===== src/rtl/traffic_pkg.sv =====
// Shared definitions for the four-way traffic controller slice.
// Contents: congestion level codes, lane indices, light encodings and the
// queue-length quantiser used by the lane density encoder.
package traffic_pkg;

  typedef enum logic [1:0] {
    LVL_NONE = 2'd0,
    LVL_LOW  = 2'd1,
    LVL_MED  = 2'd2,
    LVL_HIGH = 2'd3
  } level_e;

  localparam int unsigned LANE_A = 0;
  localparam int unsigned LANE_B = 1;
  localparam int unsigned LANE_C = 2;
  localparam int unsigned LANE_D = 3;

  typedef enum logic [2:0] {
    GREEN  = 3'b001,
    ORANGE = 3'b010,
    RED    = 3'b100
  } light_e;

  // Map a queue length onto a congestion level given ascending thresholds.
  function automatic level_e quantise(input int unsigned n,
                                      input int unsigned t1,
                                      input int unsigned t2,
                                      input int unsigned t3);
    if (n >= t3)      return LVL_HIGH;
    else if (n >= t2) return LVL_MED;
    else if (n >= t1) return LVL_LOW;
    else              return LVL_NONE;
  endfunction

endpackage


===== src/rtl/lane_density_encoder_if.sv =====
// Signal bundle between the lane density encoder and its environment.
// master: detector/control side (drives arr_raw, dep_raw, clr_ovf).
// slave : encoder side (drives Sa..Sd, queue_len, ovf, sample_tick).
interface lane_density_encoder_if #(
  parameter int unsigned QW = 6
) ();
  logic [3:0]      arr_raw;
  logic [3:0]      dep_raw;
  logic            clr_ovf;
  logic [1:0]      Sa;
  logic [1:0]      Sb;
  logic [1:0]      Sc;
  logic [1:0]      Sd;
  logic [4*QW-1:0] queue_len;
  logic [3:0]      ovf;
  logic            sample_tick;

  modport master (
    output arr_raw, dep_raw, clr_ovf,
    input  Sa, Sb, Sc, Sd, queue_len, ovf, sample_tick
  );

  modport slave (
    input  arr_raw, dep_raw, clr_ovf,
    output Sa, Sb, Sc, Sd, queue_len, ovf, sample_tick
  );
endinterface


===== src/rtl/lane_detector_debounce.sv =====
// One detector channel: 2-flop synchroniser, debounce counter and a
// registered one-cycle pulse on each debounced 0->1 transition.
// Ports: clk, rst_n (async, active-low), raw_i (raw detector line),
//        evt_o (rise event pulse).
module lane_detector_debounce #(
  parameter int unsigned DEB_CYCLES = 4
) (
  input  logic clk,
  input  logic rst_n,
  input  logic raw_i,
  output logic evt_o
);
  localparam int unsigned CW = (DEB_CYCLES > 1) ? $clog2(DEB_CYCLES) : 1;
  localparam logic [CW-1:0] LAST = CW'(DEB_CYCLES - 1);

  logic          sync1_q, sync2_q;
  logic          deb_q, deb_d;
  logic          evt_q, evt_d;
  logic [CW-1:0] cnt_q, cnt_d;

  // Counter holds the number of prior consecutive differing edges, so the
  // flip happens on the edge where it already reads DEB_CYCLES-1.
  always_comb begin
    deb_d = deb_q;
    cnt_d = '0;
    evt_d = 1'b0;
    if (sync2_q != deb_q) begin
      if (cnt_q == LAST) begin
        deb_d = sync2_q;
        evt_d = sync2_q;
      end else begin
        cnt_d = cnt_q + CW'(1);
      end
    end
  end

  always_ff @(posedge clk or negedge rst_n) begin
    if (!rst_n) begin
      sync1_q <= 1'b0;
      sync2_q <= 1'b0;
      deb_q   <= 1'b0;
      cnt_q   <= '0;
      evt_q   <= 1'b0;
    end else begin
      sync1_q <= raw_i;
      sync2_q <= sync1_q;
      deb_q   <= deb_d;
      cnt_q   <= cnt_d;
      evt_q   <= evt_d;
    end
  end

  assign evt_o = evt_q;
endmodule


===== src/rtl/lane_density_encoder.sv =====
// Converts raw per-lane arrival/departure detectors into saturating queue
// counts and hysteretic 2-bit congestion levels, refreshed on a sample tick.
// Ports: clk, rst_n (async, active-low), bus (slave modport):
//   arr_raw/dep_raw[3:0] raw detectors (bit0 = lane A), clr_ovf clears ovf,
//   Sa..Sd levels, queue_len packed counts (A in LSBs), ovf sticky overflow,
//   sample_tick pulse on the cycle levels update.
module lane_density_encoder
  import traffic_pkg::*;
#(
  parameter int unsigned DEB_CYCLES    = 4,
  parameter int unsigned QW            = 6,
  parameter int unsigned TH1           = 4,
  parameter int unsigned TH2           = 12,
  parameter int unsigned TH3           = 24,
  parameter int unsigned HYST          = 2,
  parameter int unsigned SAMPLE_CYCLES = 16
) (
  input logic                   clk,
  input logic                   rst_n,
  lane_density_encoder_if.slave bus
);
  localparam logic [QW-1:0] QMAX  = '1;
  localparam int unsigned   SW    = $clog2(SAMPLE_CYCLES);
  localparam logic [SW-1:0] SLAST = SW'(SAMPLE_CYCLES - 1);

  logic [3:0]    arr_evt, dep_evt;
  logic [QW-1:0] q_q [4];
  logic [QW-1:0] q_d [4];
  logic [3:0]    ovf_q, ovf_d;
  level_e        lvl_q [4];
  level_e        lvl_d [4];
  logic [SW-1:0] scnt_q;
  logic          tick_q;
  logic          scnt_last;

  for (genvar g = 0; g < 4; g++) begin : g_lane
    lane_detector_debounce #(.DEB_CYCLES(DEB_CYCLES)) u_arr (
      .clk   (clk),
      .rst_n (rst_n),
      .raw_i (bus.arr_raw[g]),
      .evt_o (arr_evt[g])
    );
    lane_detector_debounce #(.DEB_CYCLES(DEB_CYCLES)) u_dep (
      .clk   (clk),
      .rst_n (rst_n),
      .raw_i (bus.dep_raw[g]),
      .evt_o (dep_evt[g])
    );
    assign bus.queue_len[g*QW +: QW] = q_q[g];
  end

  assign scnt_last = (scnt_q == SLAST);

  // A clear and a fresh overflow on the same edge: the set is applied last.
  always_comb begin
    ovf_d = bus.clr_ovf ? '0 : ovf_q;
    for (int unsigned i = 0; i < 4; i++) begin
      q_d[i] = q_q[i];
      case ({arr_evt[i], dep_evt[i]})
        2'b10: begin
          if (q_q[i] != QMAX) q_d[i] = q_q[i] + QW'(1);
          else                ovf_d[i] = 1'b1;
        end
        2'b01: begin
          if (q_q[i] != '0) q_d[i] = q_q[i] - QW'(1);
        end
        default: q_d[i] = q_q[i];
      endcase
    end
  end

  // Going down uses the level of count+HYST, so a lane must drop HYST below
  // a threshold before its level falls.
  always_comb begin
    for (int unsigned i = 0; i < 4; i++) begin
      lvl_d[i] = lvl_q[i];
      if (scnt_last) begin
        if (quantise(32'(q_q[i]), TH1, TH2, TH3) > lvl_q[i])
          lvl_d[i] = quantise(32'(q_q[i]), TH1, TH2, TH3);
        else if (quantise(32'(q_q[i]), TH1, TH2, TH3) < lvl_q[i])
          lvl_d[i] = quantise(32'(q_q[i]) + HYST, TH1, TH2, TH3);
      end
    end
  end

  always_ff @(posedge clk or negedge rst_n) begin
    if (!rst_n) begin
      for (int unsigned i = 0; i < 4; i++) begin
        q_q[i]   <= '0;
        lvl_q[i] <= LVL_NONE;
      end
      ovf_q  <= '0;
      scnt_q <= '0;
      tick_q <= 1'b0;
    end else begin
      for (int unsigned i = 0; i < 4; i++) begin
        q_q[i]   <= q_d[i];
        lvl_q[i] <= lvl_d[i];
      end
      ovf_q  <= ovf_d;
      scnt_q <= scnt_last ? '0 : scnt_q + SW'(1);
      tick_q <= scnt_last;
    end
  end

  assign bus.Sa          = lvl_q[LANE_A];
  assign bus.Sb          = lvl_q[LANE_B];
  assign bus.Sc          = lvl_q[LANE_C];
  assign bus.Sd          = lvl_q[LANE_D];
  assign bus.ovf         = ovf_q;
  assign bus.sample_tick = tick_q;
endmodule


===== src/flat_wrapper.sv =====
// flat-port wrapper written by rule: the top's interface ports become plain ports
module lane_density_encoder_flat import traffic_pkg::*;
#(
  parameter int unsigned DEB_CYCLES    = 4,
  parameter int unsigned QW            = 6,
  parameter int unsigned TH1           = 4,
  parameter int unsigned TH2           = 12,
  parameter int unsigned TH3           = 24,
  parameter int unsigned HYST          = 2,
  parameter int unsigned SAMPLE_CYCLES = 16
)
  (clk, rst_n, bus_arr_raw, bus_dep_raw, bus_clr_ovf, bus_Sa, bus_Sb, bus_Sc, bus_Sd, bus_queue_len, bus_ovf, bus_sample_tick);
  lane_density_encoder_if #(.QW(QW)) bus_i ();
  input logic clk;
  input logic rst_n;
  input wire logic [$bits(bus_i.arr_raw)-1:0] bus_arr_raw;
  input wire logic [$bits(bus_i.dep_raw)-1:0] bus_dep_raw;
  input wire logic [$bits(bus_i.clr_ovf)-1:0] bus_clr_ovf;
  output wire logic [$bits(bus_i.Sa)-1:0] bus_Sa;
  output wire logic [$bits(bus_i.Sb)-1:0] bus_Sb;
  output wire logic [$bits(bus_i.Sc)-1:0] bus_Sc;
  output wire logic [$bits(bus_i.Sd)-1:0] bus_Sd;
  output wire logic [$bits(bus_i.queue_len)-1:0] bus_queue_len;
  output wire logic [$bits(bus_i.ovf)-1:0] bus_ovf;
  output wire logic [$bits(bus_i.sample_tick)-1:0] bus_sample_tick;
  assign bus_i.arr_raw = bus_arr_raw;
  assign bus_i.dep_raw = bus_dep_raw;
  assign bus_i.clr_ovf = bus_clr_ovf;
  assign bus_Sa = bus_i.Sa;
  assign bus_Sb = bus_i.Sb;
  assign bus_Sc = bus_i.Sc;
  assign bus_Sd = bus_i.Sd;
  assign bus_queue_len = bus_i.queue_len;
  assign bus_ovf = bus_i.ovf;
  assign bus_sample_tick = bus_i.sample_tick;
  lane_density_encoder #(.DEB_CYCLES(DEB_CYCLES), .QW(QW), .TH1(TH1), .TH2(TH2), .TH3(TH3), .HYST(HYST), .SAMPLE_CYCLES(SAMPLE_CYCLES)) u_core (.clk(clk), .rst_n(rst_n), .bus(bus_i));
endmodule

===== config.mk =====
export PLATFORM = sky130hd
export DESIGN_NAME = lane_density_encoder_flat
export DESIGN_NICKNAME = d
export VERILOG_FILES = /design/src/rtl/traffic_pkg.sv /design/src/rtl/lane_density_encoder_if.sv /design/src/rtl/lane_detector_debounce.sv /design/src/rtl/lane_density_encoder.sv /design/src/flat_wrapper.sv
export SDC_FILE = /design/constraint.sdc
export NUM_CORES = 1
export LEC_CHECK = 0
export CAP_MARGIN = 5
export CORE_MARGIN = 3
export CORE_UTILIZATION = 40
export CTS_CLUSTER_DIAMETER = 30
export CTS_CLUSTER_SIZE = 40
export DETAILED_ROUTE_END_ITERATION = 8
export PLACE_DENSITY = 0.55
export SYNTH_ARGS = -nofsm -noshare
export SYNTH_HDL_FRONTEND = slang
export SYNTH_HIERARCHICAL = 1
export SYNTH_SLANG_ARGS = --single-unit
export TNS_END_PERCENT = 10

===== constraint.sdc =====
create_clock -name clk -period 5.1 [get_ports clk]
set_input_delay 1.02 -clock clk [delete_from_list [all_inputs] [get_ports clk]]
set_output_delay 1.02 -clock clk [all_outputs]
set_load 0.05 [all_outputs]

==> results.json <==
{
  "htreeDepth": 3,
  "synth.distinct_cells": 56,
  "r2r_start": "u_core/bus.queue_len[15]",
  "synthFlopType": "dfrtp_1",
  "hpwl_mm": 7.29,
  "combPwrFrac_pct": 52.7,
  "cts_resized": 0,
  "critPathTopFamily": "buffers and inverters",
  "holdWs_ps": 350,
  "drtIter0Drc": 185,
  "clockPowerShare_pct": 16.6,
  "first_global_vias": 3651,
  "fin_skew_ps": 4.43,
  "row_count": 40,
  "cp_slowest_cell": "clkdlybuf4s50_1",
  "grt_overflow": 0,
  "syn-cell-area_um2": 5130,
  "drc": 0,
  "powerDensity_nw_per_um2": 646,
  "r2r_setup_slack_ps": 2760,
  "placed_area_um2": 5750,
  "dr.pass1.iters": 4,
  "portBuffers": 47,
  "grt_pass1_wl_mm": 17.4,
  "cp-end-kind": "output pin",
  "core_um2": 12300,
  "hold_viol_final": 0,
  "slowest_delay_ps": 890,
  "postSynthAreaPerCell_um2": 10.4,
  "min_to": "u_core/g_lane[3].u_dep/sync2_q",
  "drive_gt1_share_pct": 8.79,
  "maxCapViolations": 0,
  "swShare_pct": 45.5,
  "path_buf_inv": 1,
  "finalPower_mw": 3.90,
  "r2r_cells": 9,
  "min-delay-path-class": "register to register",
  "fmax_mhz": 349,
  "io_pins": 48,
  "clkTransAtPathRegs_ps": 70,
  "die_height_um": 119,
  "status": "finished clean",
  "critPathKind": "register to output pin",
  "cts_hold_buf": 0,
  "instances_no_fill": 714,
  "setup_viol": 0,
  "layout_commonest_cell": "dfrtp_1",
  "cts-root-buf": "clkbuf_16",
  "synth_edf_count": 0,
  "clock_path_buffers": 2,
  "wl_per_cell_um": 14.1,
  "ys_seq_area_share_pct": 43.4,
  "numClockSinks": 89,
  "die_w_um": 119,
  "ant_nets": 0,
  "finalSetupTns_ps": 0,
  "crit_arrival_ps": 1850,
  "vdd_ir_drop_max_mv": 0.295,
  "fin_crit_ps": 2870,
  "slew_headroom_pct": 52.2,
  "fill_cells": 1172,
  "worstMarginPinSlew_ps": 718,
  "place_congestion": 0.808,
  "via_count": 3715,
  "p_int_mw": 2.13,
  "start_util_pct": 41.8,
  "wl_mm": 10.1,
  "period_share_pct": 56.2,
  "crit_fanout": 14,
  "min-delay-start": "u_core/g_lane[3].u_dep/sync1_q",
  "seqPwrFrac_pct": 30.7,
  "dp.cells": 698,
  "cts_tree": "built",
  "yosys_warnings": 6,
  "dpl_worst_slack_ps": 2600,
  "area_growth_pct": 17.8,
  "stdcell_area_um2": 6040,
  "rsz0062_at_grt": "no",
  "grt_util_all_layers_pct": 15.0,
  "num_antenna_cells": 0,
  "critical_path.cell_chain": "clkdlybuf4s50_1",
  "nNetsFinal": 597,
  "antenna_found_initial": 0,
  "cp.required_ps": 4080,
  "r2r_end": "u_core/bus.Sc[0]",
  "synthCells": 493,
  "die_area_um2": 14200,
  "via_per_inst": 5.20,
  "p_leak_nw": 2.78,
  "grt_max_degree": 54,
  "insertion_delay_ps": 340,
  "numCtsBuffers": 9,
  "p_switching_mw": 1.77,
  "synth_seq_cells": 89,
  "postCtsSetupBuffers": 0,
  "async_reset_ff_share_pct": 100,
  "critPathLaunchType": "register",
  "fin_ws_ps": 2230,
  "final_cell_mix": "dfrtp_1 (89), clkdlybuf4s50_1 (46), ha_1 (41), a21oi_1 (34), nand2_1 (33)",
  "largest_register_ffs": 24,
  "hold_path_depth": 0,
  "final_util_pct": 49.3,
  "slew_violations": 0,
  "synth_fp_nets": 549
}
metal layers:
layer  global-route usage [%]  share of wire, %  up-vias
met3                     3.99               3.7       14
li1                         -                 -     1857
met2                     23.8                48       70
met5                        0                 0        -
met1                     19.3                46     1774
met4                     6.59               2.4        0
cells in the mapped netlist (3+ instances only):
cell type,instances,area (um^2)
ha_1,41,513
nor2_1,26,97.6
o31ai_1,9,67.6
fa_1,4,80.1
a32oi_1,3,26.3
a21o_1,9,67.6
nand3_1,8,40.0
and2_1,7,43.8
nor3_1,5,25.0
mux2i_1,4,40.0
mux2_1,7,78.8
o32ai_1,3,26.3
xor2_1,13,114
nand4_1,5,31.3
a211oi_1,10,75.1
a31oi_1,4,25.0
or4_1,3,22.5
xnor2_1,22,193
and3b_2,7,70.1
buf_2,3,15.0
inv_1,29,109
clkbuf_1,5,18.8
a21bo_2,3,30.0
nand2b_1,11,68.8
nor4_1,5,31.3
nor2b_1,17,106
mux2_2,5,56.3
and3_1,6,37.5
nor3_2,8,80.1
o21ai_0,26,130
a21oi_1,34,170
dfrtp_1,89,2230
nand2_1,33,124
cells by family (layout without fill, tap and decap cells):
family	count (synthesis)	in the layout	share of synthesized area, %
flip-flops	89	89	43.4
AO/OA/AOI/OAI	120	120	15.8
XOR/XNOR	35	35	5.98
multiplexers	16	16	3.42
AND/OR/NAND/NOR	148	148	16.4
adder cells (fa/ha/maj)	45	45	11.6
buffers and inverters	40	93	3.32
how the worst max path moves through the flow:
stage	startpoint	cells after the start	to	slack (ps)
floorplan	u_core/bus.queue_len[17]	10	u_core/bus.Sc[0]	2710
CTS	u_core/bus.queue_len[3]	1	bus_queue_len[3]	2230
detailed placement	u_core/bus.queue_len[3]	1	bus_queue_len[3]	2600
finish	u_core/bus.queue_len[3]	1	bus_queue_len[3]	2230
global route	u_core/bus.queue_len[3]	1	bus_queue_len[3]	2160
global placement	u_core/bus.queue_len[3]	1	bus_queue_len[3]	2640
final cells by class:
cell class,instances,area (um^2),share of cell area [%]
flip-flops and latches,89,2230,36.9
well taps,168,210,3.48
repair buffers,48,475,7.87
clock buffers,10,239,3.96
inverters,29,109,1.80
multi-input cells,364,2730,45.2
clock inverters,6,50.0,0.829
power groups by stage:
stage	logic, mW	clock network, mW	registers (mW)
4_1_cts	2.07	0.675	1.20
3_3_place_gp	2.02	0	1.19
5_1_grt	2.28	0.704	1.25
3_5_place_dp	2.06	0	1.21
2_1_floorplan	1.28	0	1.47
6_report	2.06	0.649	1.20
(Power assumes the default switching activity.)
